## config.mk

```make
export PLATFORM = sky130hd
export DESIGN_NAME = lru_victim_sel_flat
export DESIGN_NICKNAME = d
export VERILOG_FILES = /design/src/rtl/lru_victim_sel_if.sv /design/src/rtl/lru_victim_sel.sv /design/src/flat_wrapper.sv
export SDC_FILE = /design/constraint.sdc
export NUM_CORES = 1
export LEC_CHECK = 0
export CAP_MARGIN = 10
export CELL_PAD_IN_SITES_DETAIL_PLACEMENT = 1
export CELL_PAD_IN_SITES_GLOBAL_PLACEMENT = 1
export CORE_AREA = 2 2 112 114
export DETAILED_ROUTE_END_ITERATION = 10
export DIE_AREA = 0 0 114 116
export GPL_ROUTABILITY_DRIVEN = 0
export PLACE_DENSITY_LB_ADDON = 0.25
export SKIP_CTS_REPAIR_TIMING = 1
export SKIP_LAST_GASP = 1
export SYNTH_ARGS = -nofsm -noshare
export SYNTH_HDL_FRONTEND = slang
export SYNTH_SLANG_ARGS = --single-unit
```

## constraint.sdc

```tcl
create_clock -name clk -period 2.97 [get_ports clk]
set_clock_uncertainty 0.1 [all_clocks]
set_input_delay 0.594 -clock clk [delete_from_list [all_inputs] [get_ports clk]]
set_output_delay 0.594 -clock clk [all_outputs]
set_load 0.005 [all_outputs]
```

## src/rtl/lru_victim_sel_if.sv

```systemverilog
// Miss / victim / PLRU-update signal bundle for lru_victim_sel.
// master = the victim selector, slave = its environment (cache pipe, PLRU array, fill ctrl).
interface lru_victim_sel_if #(parameter int SET_W = 13);
  logic             miss_req;
  logic             miss_rdy;
  logic [SET_W-1:0] miss_set;
  logic [3:0]       miss_val;
  logic [SET_W-1:0] lru_ra;
  logic [2:0]       lru_rd;
  logic             hit_wr;
  logic [SET_W-1:0] hit_wa;
  logic             vic_valid;
  logic [3:0]       vic_way;
  logic [SET_W-1:0] vic_set;
  logic             vic_inv;
  logic             vic_ack;
  logic             upd_req;
  logic [SET_W-1:0] upd_wa;
  logic [3:0]       upd_way_hit;
  logic             upd_gnt;

  modport master (
    input  miss_req, miss_set, miss_val, lru_rd, hit_wr, hit_wa, vic_ack, upd_gnt,
    output miss_rdy, lru_ra, vic_valid, vic_way, vic_set, vic_inv, upd_req, upd_wa, upd_way_hit
  );
  modport slave (
    output miss_req, miss_set, miss_val, lru_rd, hit_wr, hit_wa, vic_ack, upd_gnt,
    input  miss_rdy, lru_ra, vic_valid, vic_way, vic_set, vic_inv, upd_req, upd_wa, upd_way_hit
  );
endinterface

```

## src/rtl/lru_victim_sel.sv

```systemverilog
// 4-way tree-PLRU victim selector: reads the set's PLRU word on a miss, prefers an
// invalid way, presents the victim until acked, then requests an MRU update write.
module lru_victim_sel #(
  parameter int SET_W = 13
) (
  input  logic            clk,
  input  logic            reset_n,
  lru_victim_sel_if.master bus
);
  typedef enum logic [1:0] {IDLE, READ, DECIDE, UPD} state_t;

  state_t           state, state_nxt;
  logic [SET_W-1:0] set_q;
  logic [3:0]       val_q;
  logic             snoop_hit;

  logic             miss_rdy_q, vic_valid_q, vic_inv_q, upd_req_q;
  logic [SET_W-1:0] lru_ra_q, vic_set_q, upd_wa_q;
  logic [3:0]       vic_way_q, upd_way_q;

  // Invalid ways win (lowest index first); otherwise follow the PLRU tree pointers.
  function automatic logic [3:0] pick_victim(input logic [3:0] val, input logic [2:0] b);
    logic [3:0] w;
    w = 4'b0000;
    if (val != 4'hF) begin
      for (int i = 3; i >= 0; i--)
        if (!val[i]) w = 4'b0001 << i;
    end else if (!b[2]) begin
      w = b[1] ? 4'b0100 : 4'b1000;
    end else begin
      w = b[0] ? 4'b0001 : 4'b0010;
    end
    return w;
  endfunction

  // A same-cycle hit write to our set means the word we are reading is stale.
  assign snoop_hit = bus.hit_wr && (bus.hit_wa == set_q);

  always_ff @(posedge clk or negedge reset_n) begin
    if (!reset_n) state <= IDLE;
    else          state <= state_nxt;
  end

  always_comb begin
    state_nxt = state;
    case (state)
      IDLE:    if (bus.miss_req)  state_nxt = READ;
      READ:    if (!snoop_hit)    state_nxt = DECIDE;
      DECIDE:  if (bus.vic_ack)   state_nxt = UPD;
      UPD:     if (bus.upd_gnt)   state_nxt = IDLE;
      default:                    state_nxt = IDLE;
    endcase
  end

  always_ff @(posedge clk or negedge reset_n) begin
    if (!reset_n) begin
      set_q       <= '0;
      val_q       <= '0;
      miss_rdy_q  <= 1'b1;
      lru_ra_q    <= '0;
      vic_valid_q <= 1'b0;
      vic_way_q   <= '0;
      vic_set_q   <= '0;
      vic_inv_q   <= 1'b0;
      upd_req_q   <= 1'b0;
      upd_wa_q    <= '0;
      upd_way_q   <= '0;
    end else begin
      case (state)
        IDLE: if (bus.miss_req) begin
          set_q      <= bus.miss_set;
          val_q      <= bus.miss_val;
          lru_ra_q   <= bus.miss_set;
          miss_rdy_q <= 1'b0;
        end
        READ: if (!snoop_hit) begin
          vic_way_q   <= pick_victim(val_q, bus.lru_rd);
          vic_inv_q   <= (val_q != 4'hF);
          vic_set_q   <= set_q;
          vic_valid_q <= 1'b1;
        end
        DECIDE: if (bus.vic_ack) begin
          vic_valid_q <= 1'b0;
          upd_req_q   <= 1'b1;
          upd_wa_q    <= set_q;
          upd_way_q   <= vic_way_q;
        end
        UPD: if (bus.upd_gnt) begin
          upd_req_q  <= 1'b0;
          miss_rdy_q <= 1'b1;
          lru_ra_q   <= '0;
        end
        default: ;
      endcase
    end
  end

  assign bus.miss_rdy    = miss_rdy_q;
  assign bus.lru_ra      = lru_ra_q;
  assign bus.vic_valid   = vic_valid_q;
  assign bus.vic_way     = vic_way_q;
  assign bus.vic_set     = vic_set_q;
  assign bus.vic_inv     = vic_inv_q;
  assign bus.upd_req     = upd_req_q;
  assign bus.upd_wa      = upd_wa_q;
  assign bus.upd_way_hit = upd_way_q;
endmodule

```

## src/flat_wrapper.sv

```systemverilog
// flat-port wrapper written by rule: the top's interface ports become plain ports
module lru_victim_sel_flat 
#(
  parameter int SET_W = 13
)
  (clk, reset_n, bus_miss_req, bus_miss_set, bus_miss_val, bus_lru_rd, bus_hit_wr, bus_hit_wa, bus_vic_ack, bus_upd_gnt, bus_miss_rdy, bus_lru_ra, bus_vic_valid, bus_vic_way, bus_vic_set, bus_vic_inv, bus_upd_req, bus_upd_wa, bus_upd_way_hit);
  lru_victim_sel_if #(.SET_W(SET_W)) bus_i ();
  input  logic clk;
  input  logic reset_n;
  input wire logic [$bits(bus_i.miss_req)-1:0] bus_miss_req;
  input wire logic [$bits(bus_i.miss_set)-1:0] bus_miss_set;
  input wire logic [$bits(bus_i.miss_val)-1:0] bus_miss_val;
  input wire logic [$bits(bus_i.lru_rd)-1:0] bus_lru_rd;
  input wire logic [$bits(bus_i.hit_wr)-1:0] bus_hit_wr;
  input wire logic [$bits(bus_i.hit_wa)-1:0] bus_hit_wa;
  input wire logic [$bits(bus_i.vic_ack)-1:0] bus_vic_ack;
  input wire logic [$bits(bus_i.upd_gnt)-1:0] bus_upd_gnt;
  output wire logic [$bits(bus_i.miss_rdy)-1:0] bus_miss_rdy;
  output wire logic [$bits(bus_i.lru_ra)-1:0] bus_lru_ra;
  output wire logic [$bits(bus_i.vic_valid)-1:0] bus_vic_valid;
  output wire logic [$bits(bus_i.vic_way)-1:0] bus_vic_way;
  output wire logic [$bits(bus_i.vic_set)-1:0] bus_vic_set;
  output wire logic [$bits(bus_i.vic_inv)-1:0] bus_vic_inv;
  output wire logic [$bits(bus_i.upd_req)-1:0] bus_upd_req;
  output wire logic [$bits(bus_i.upd_wa)-1:0] bus_upd_wa;
  output wire logic [$bits(bus_i.upd_way_hit)-1:0] bus_upd_way_hit;
  assign bus_i.miss_req = bus_miss_req;
  assign bus_i.miss_set = bus_miss_set;
  assign bus_i.miss_val = bus_miss_val;
  assign bus_i.lru_rd = bus_lru_rd;
  assign bus_i.hit_wr = bus_hit_wr;
  assign bus_i.hit_wa = bus_hit_wa;
  assign bus_i.vic_ack = bus_vic_ack;
  assign bus_i.upd_gnt = bus_upd_gnt;
  assign bus_miss_rdy = bus_i.miss_rdy;
  assign bus_lru_ra = bus_i.lru_ra;
  assign bus_vic_valid = bus_i.vic_valid;
  assign bus_vic_way = bus_i.vic_way;
  assign bus_vic_set = bus_i.vic_set;
  assign bus_vic_inv = bus_i.vic_inv;
  assign bus_upd_req = bus_i.upd_req;
  assign bus_upd_wa = bus_i.upd_wa;
  assign bus_upd_way_hit = bus_i.upd_way_hit;
  lru_victim_sel #(.SET_W(SET_W)) u_core (.clk(clk), .reset_n(reset_n), .bus(bus_i));
endmodule
```

==> impl_metrics.toml, run 1 <==
[cells_and_area]
area_delta_synth_final_pct = 47.7
fillCellCount = 1299
diodes = 0
layout_common_cells = "88 x clkdlybuf4s50_1, 69 x dfrtp_1, 40 x mux2_2"
drive_gt1_share_pct = 22.7
fin_nets = 356
layout.cells.most_common = "clkdlybuf4s50_1"

[worst_setup_path]
crit_cells = 7
critPathTopFamily = "simple AND/OR/NAND/NOR gates"
cp_slowest_cell = "or4_4"
cp_max_fo = 9
cp.arrival_ns = 2.64
cp_cell_sequence = "clkdlybuf4s50_1 -> xnor2_1 -> nand2_1 -> or4_4 -> o21ai_4 -> buf_12 -> mux2_2"
critPathCaptureType = "flip-flop"
crit_path_max_incr_delay_ns = 0.57
worstPathRequired_ns = 3.07
worstSetupPathType = "primary input to flip-flop"
cp-start-kind = "primary input"
rr_worst_depth = 6
critPathBufInv = 2

[global_routing]
overflow = 0
grt_pass1_vias = 2283
antenna_found_initial = 0
grt_pass1_wl_mm = 12.6
grtUsageTotal_pct = 12.7
grt_max_degree = 71

[synthesis]
synth_nets = 254
synth.top_cell.area_share_pct = 58.7
ys_warn_count = 0
avgSynthCellArea_um2 = 13.9
synth.distinct_cells = 30
seq_area_frac_synth_pct = 59.6
yosys-top-cells-area = "dfrtp_1 59%, mux2_2 15%, mux2_4 4.1%"
ys_seq_elements = 70
syn-cell-area_um2 = 2940
netlist_instances = 211
synth_top_cell_by_area = "dfrtp_1"

[timing]
hold_viol = 0
fmax_mhz = 394
rsz0062_at_grt = "false"
slew_headroom_pct = 40.3
worst_slew_pin_slew_ns = 0.895
drv_slew = 0
min_period_over_period_pct = 85.5
setup_violations = 0
fin_crit_ns = 2.54
worst_slack_ns = 0.431
fin_setup_tns_ns = 0

[die]
dieArea_um2 = 13200
fp.coreArea_um2 = 11900
die_w_um = 114
rows = 40
start_util_pct = 24.7
ioPinCount = 90
die_y_um = 116

[power]
netSwitchingPower_mw = 1.40
p_sw_share_pct = 29.9
comb_power_share_pct = 41.1
p_clk_share_pct = 22.1
p_seq_share_pct = 36.9
vdd_ir_drop_max_v = 0.000361
p_int_mw = 3.29
leakage_nw = 1.89
power_density_nw_per_um2 = 1080

[placed_design]
hpwlAfterDp_mm = 5.69
io_buffers = 89
place_ws_ns = 0.0959

[detailed_routing]
ant_nets = 0
dr.pass1.iters = 4
drc = 0
routed_wl_mm = 7.81
wl_per_cell_um = 16.8
route.detailed.vias_per_inst = 4.37
drt_iter0_markers = 51
vias = 2026

[clocking]
path_clk_slew_ns = 0.05
htree_levels = 3
cts_buffer_depth = 2
cts-buffers-inserted = 9
cts_tree = "built"
cts_sinks = 70
clock_latency_ns = 0.32
cts_root_buf = "clkbuf_16"

[outcome]
outcome = "completed"

[job]
max-cap-violations = 0

[min_path]
holdCritPathClass = "primary input to asynchronous set/reset pin"
synth_stat cells:
cell type	number
mux2i_1	3
a222oi_1	1
xnor2_1	6
nand3_1	1
a22o_1	13
xor2_1	4
ha_1	4
o21ai_4	1
o21ai_0	7
a21o_1	1
clkbuf_1	4
dfrtp_1	69
nor2_1	3
dfstp_2	1
and4_1	1
a21oi_1	4
nand4_1	2
mux2_2	40
buf_1	1
o22ai_1	3
or3_2	1
o31ai_1	1
nor4_1	1
buf_12	1
inv_1	14
mux2_4	8
nand2_1	13
or4_4	1
o311ai_0	1
nand3b_1	1
power by group through the flow:
| stage | Clock [mW] | Sequential, mW | Combinational, mW |
|---|---|---|---|
| floorplan | 0 | 1.68 | 0.971 |
| global placement | 0 | 1.74 | 1.92 |
| detailed placement | 0 | 1.75 | 1.96 |
| CTS | 1.08 | 1.74 | 1.97 |
| global route | 1.11 | 1.80 | 2.11 |
| finish | 1.03 | 1.73 | 1.93 |
metal layers:
metal  routed length (µm)  part of all wire [%]  global-route usage [%]  vias to the layer above
met5                    0                     0                       0                        -
met3                  550                   7.0                    4.71                        8
met1                 3540                    45                    16.2                     1006
met2                 3650                    47                    20.4                       62
met4                   73                  0.94                    3.90                        0
li1                     -                     -                       -                      950
path summary, 6_finish.rpt:
kind	from	slack (ns)	end
worst min register to register	u_core.bus.miss_rdy	0.36	u_core.bus.miss_rdy
worst min-delay path	reset_n	0.30	u_core.bus.lru_ra[5]
worst max-delay path	bus_hit_wa[8]	0.43	u_core.bus.vic_set[9]
min in group clk	u_core.bus.miss_rdy	0.36	u_core.bus.miss_rdy
worst max register to register	u_core.set_q[8]	0.70	u_core.bus.vic_set[9]
max in group asynchronous	reset_n	1.89	u_core.bus.vic_way[1]
flip-flops by register name, summed over array words and instances, names as in the netlist:
signal and count:
u_core.bus.lru_ra 13, u_core.bus.upd_wa 13, u_core.bus.vic_set 13, u_core.set_q 13, u_core.bus.upd_way_hit 4, u_core.bus.vic_way 4, u_core.val_q 4, u_core.state 2
u_core.bus.miss_rdy 1, u_core.bus.upd_req 1, u_core.bus.vic_inv 1, u_core.bus.vic_valid 1
cells by family after synthesis:
| kind of cell | after synthesis | share of synthesized area (%) |
|---|---|---|
| DFF | 70 | 59.6 |
| muxes | 51 | 20.4 |
| AOI/OAI and AO/OA | 32 | 8.09 |
| and+or+nand+nor | 24 | 4.04 |
| buffers and inverters | 20 | 3.11 |
| xor gates and xnor gates | 10 | 2.98 |
| adders and majority gates | 4 | 1.70 |
per-stage QoR:
step | hold slack, ns | cell area [µm²] | power, mW | util [%] | cells
floorplan | 0.198 | 2940 | 2.65 | - | 211
global placement | 0.351 | 4060 | 3.67 | 34.1 | 449
detailed placement | 0.357 | 4060 | 3.71 | 34.1 | 449
CTS | 0.339 | 4340 | 4.79 | 36.4 | 464
global route | 0.382 | 4340 | 5.03 | 36.4 | 464
finish | 0.303 | 4340 | 4.69 | 36.4 | 464
layout make-up:
cell class                      instances  area (µm²)  share of cell area, %
Tap cell                              147         184                   4.24
Timing Repair Buffer                   97         973                   22.4
Clock inverter                          1        30.0                  0.692
Multi-Input combinational cell        121        1090                   25.2
Inverter                               14        52.6                   1.21
Sequential cell                        70        1750                   40.4
Clock buffer                           14         254                   5.85
No activity file was read; power rests on OpenSTA's default activity.
==> run 2, diff against run 1 <==
TNS_END_PERCENT = 30   (was default)
==> results of run 2 <==
The final DEF is identical to that of run 1; final timing and power are the same.
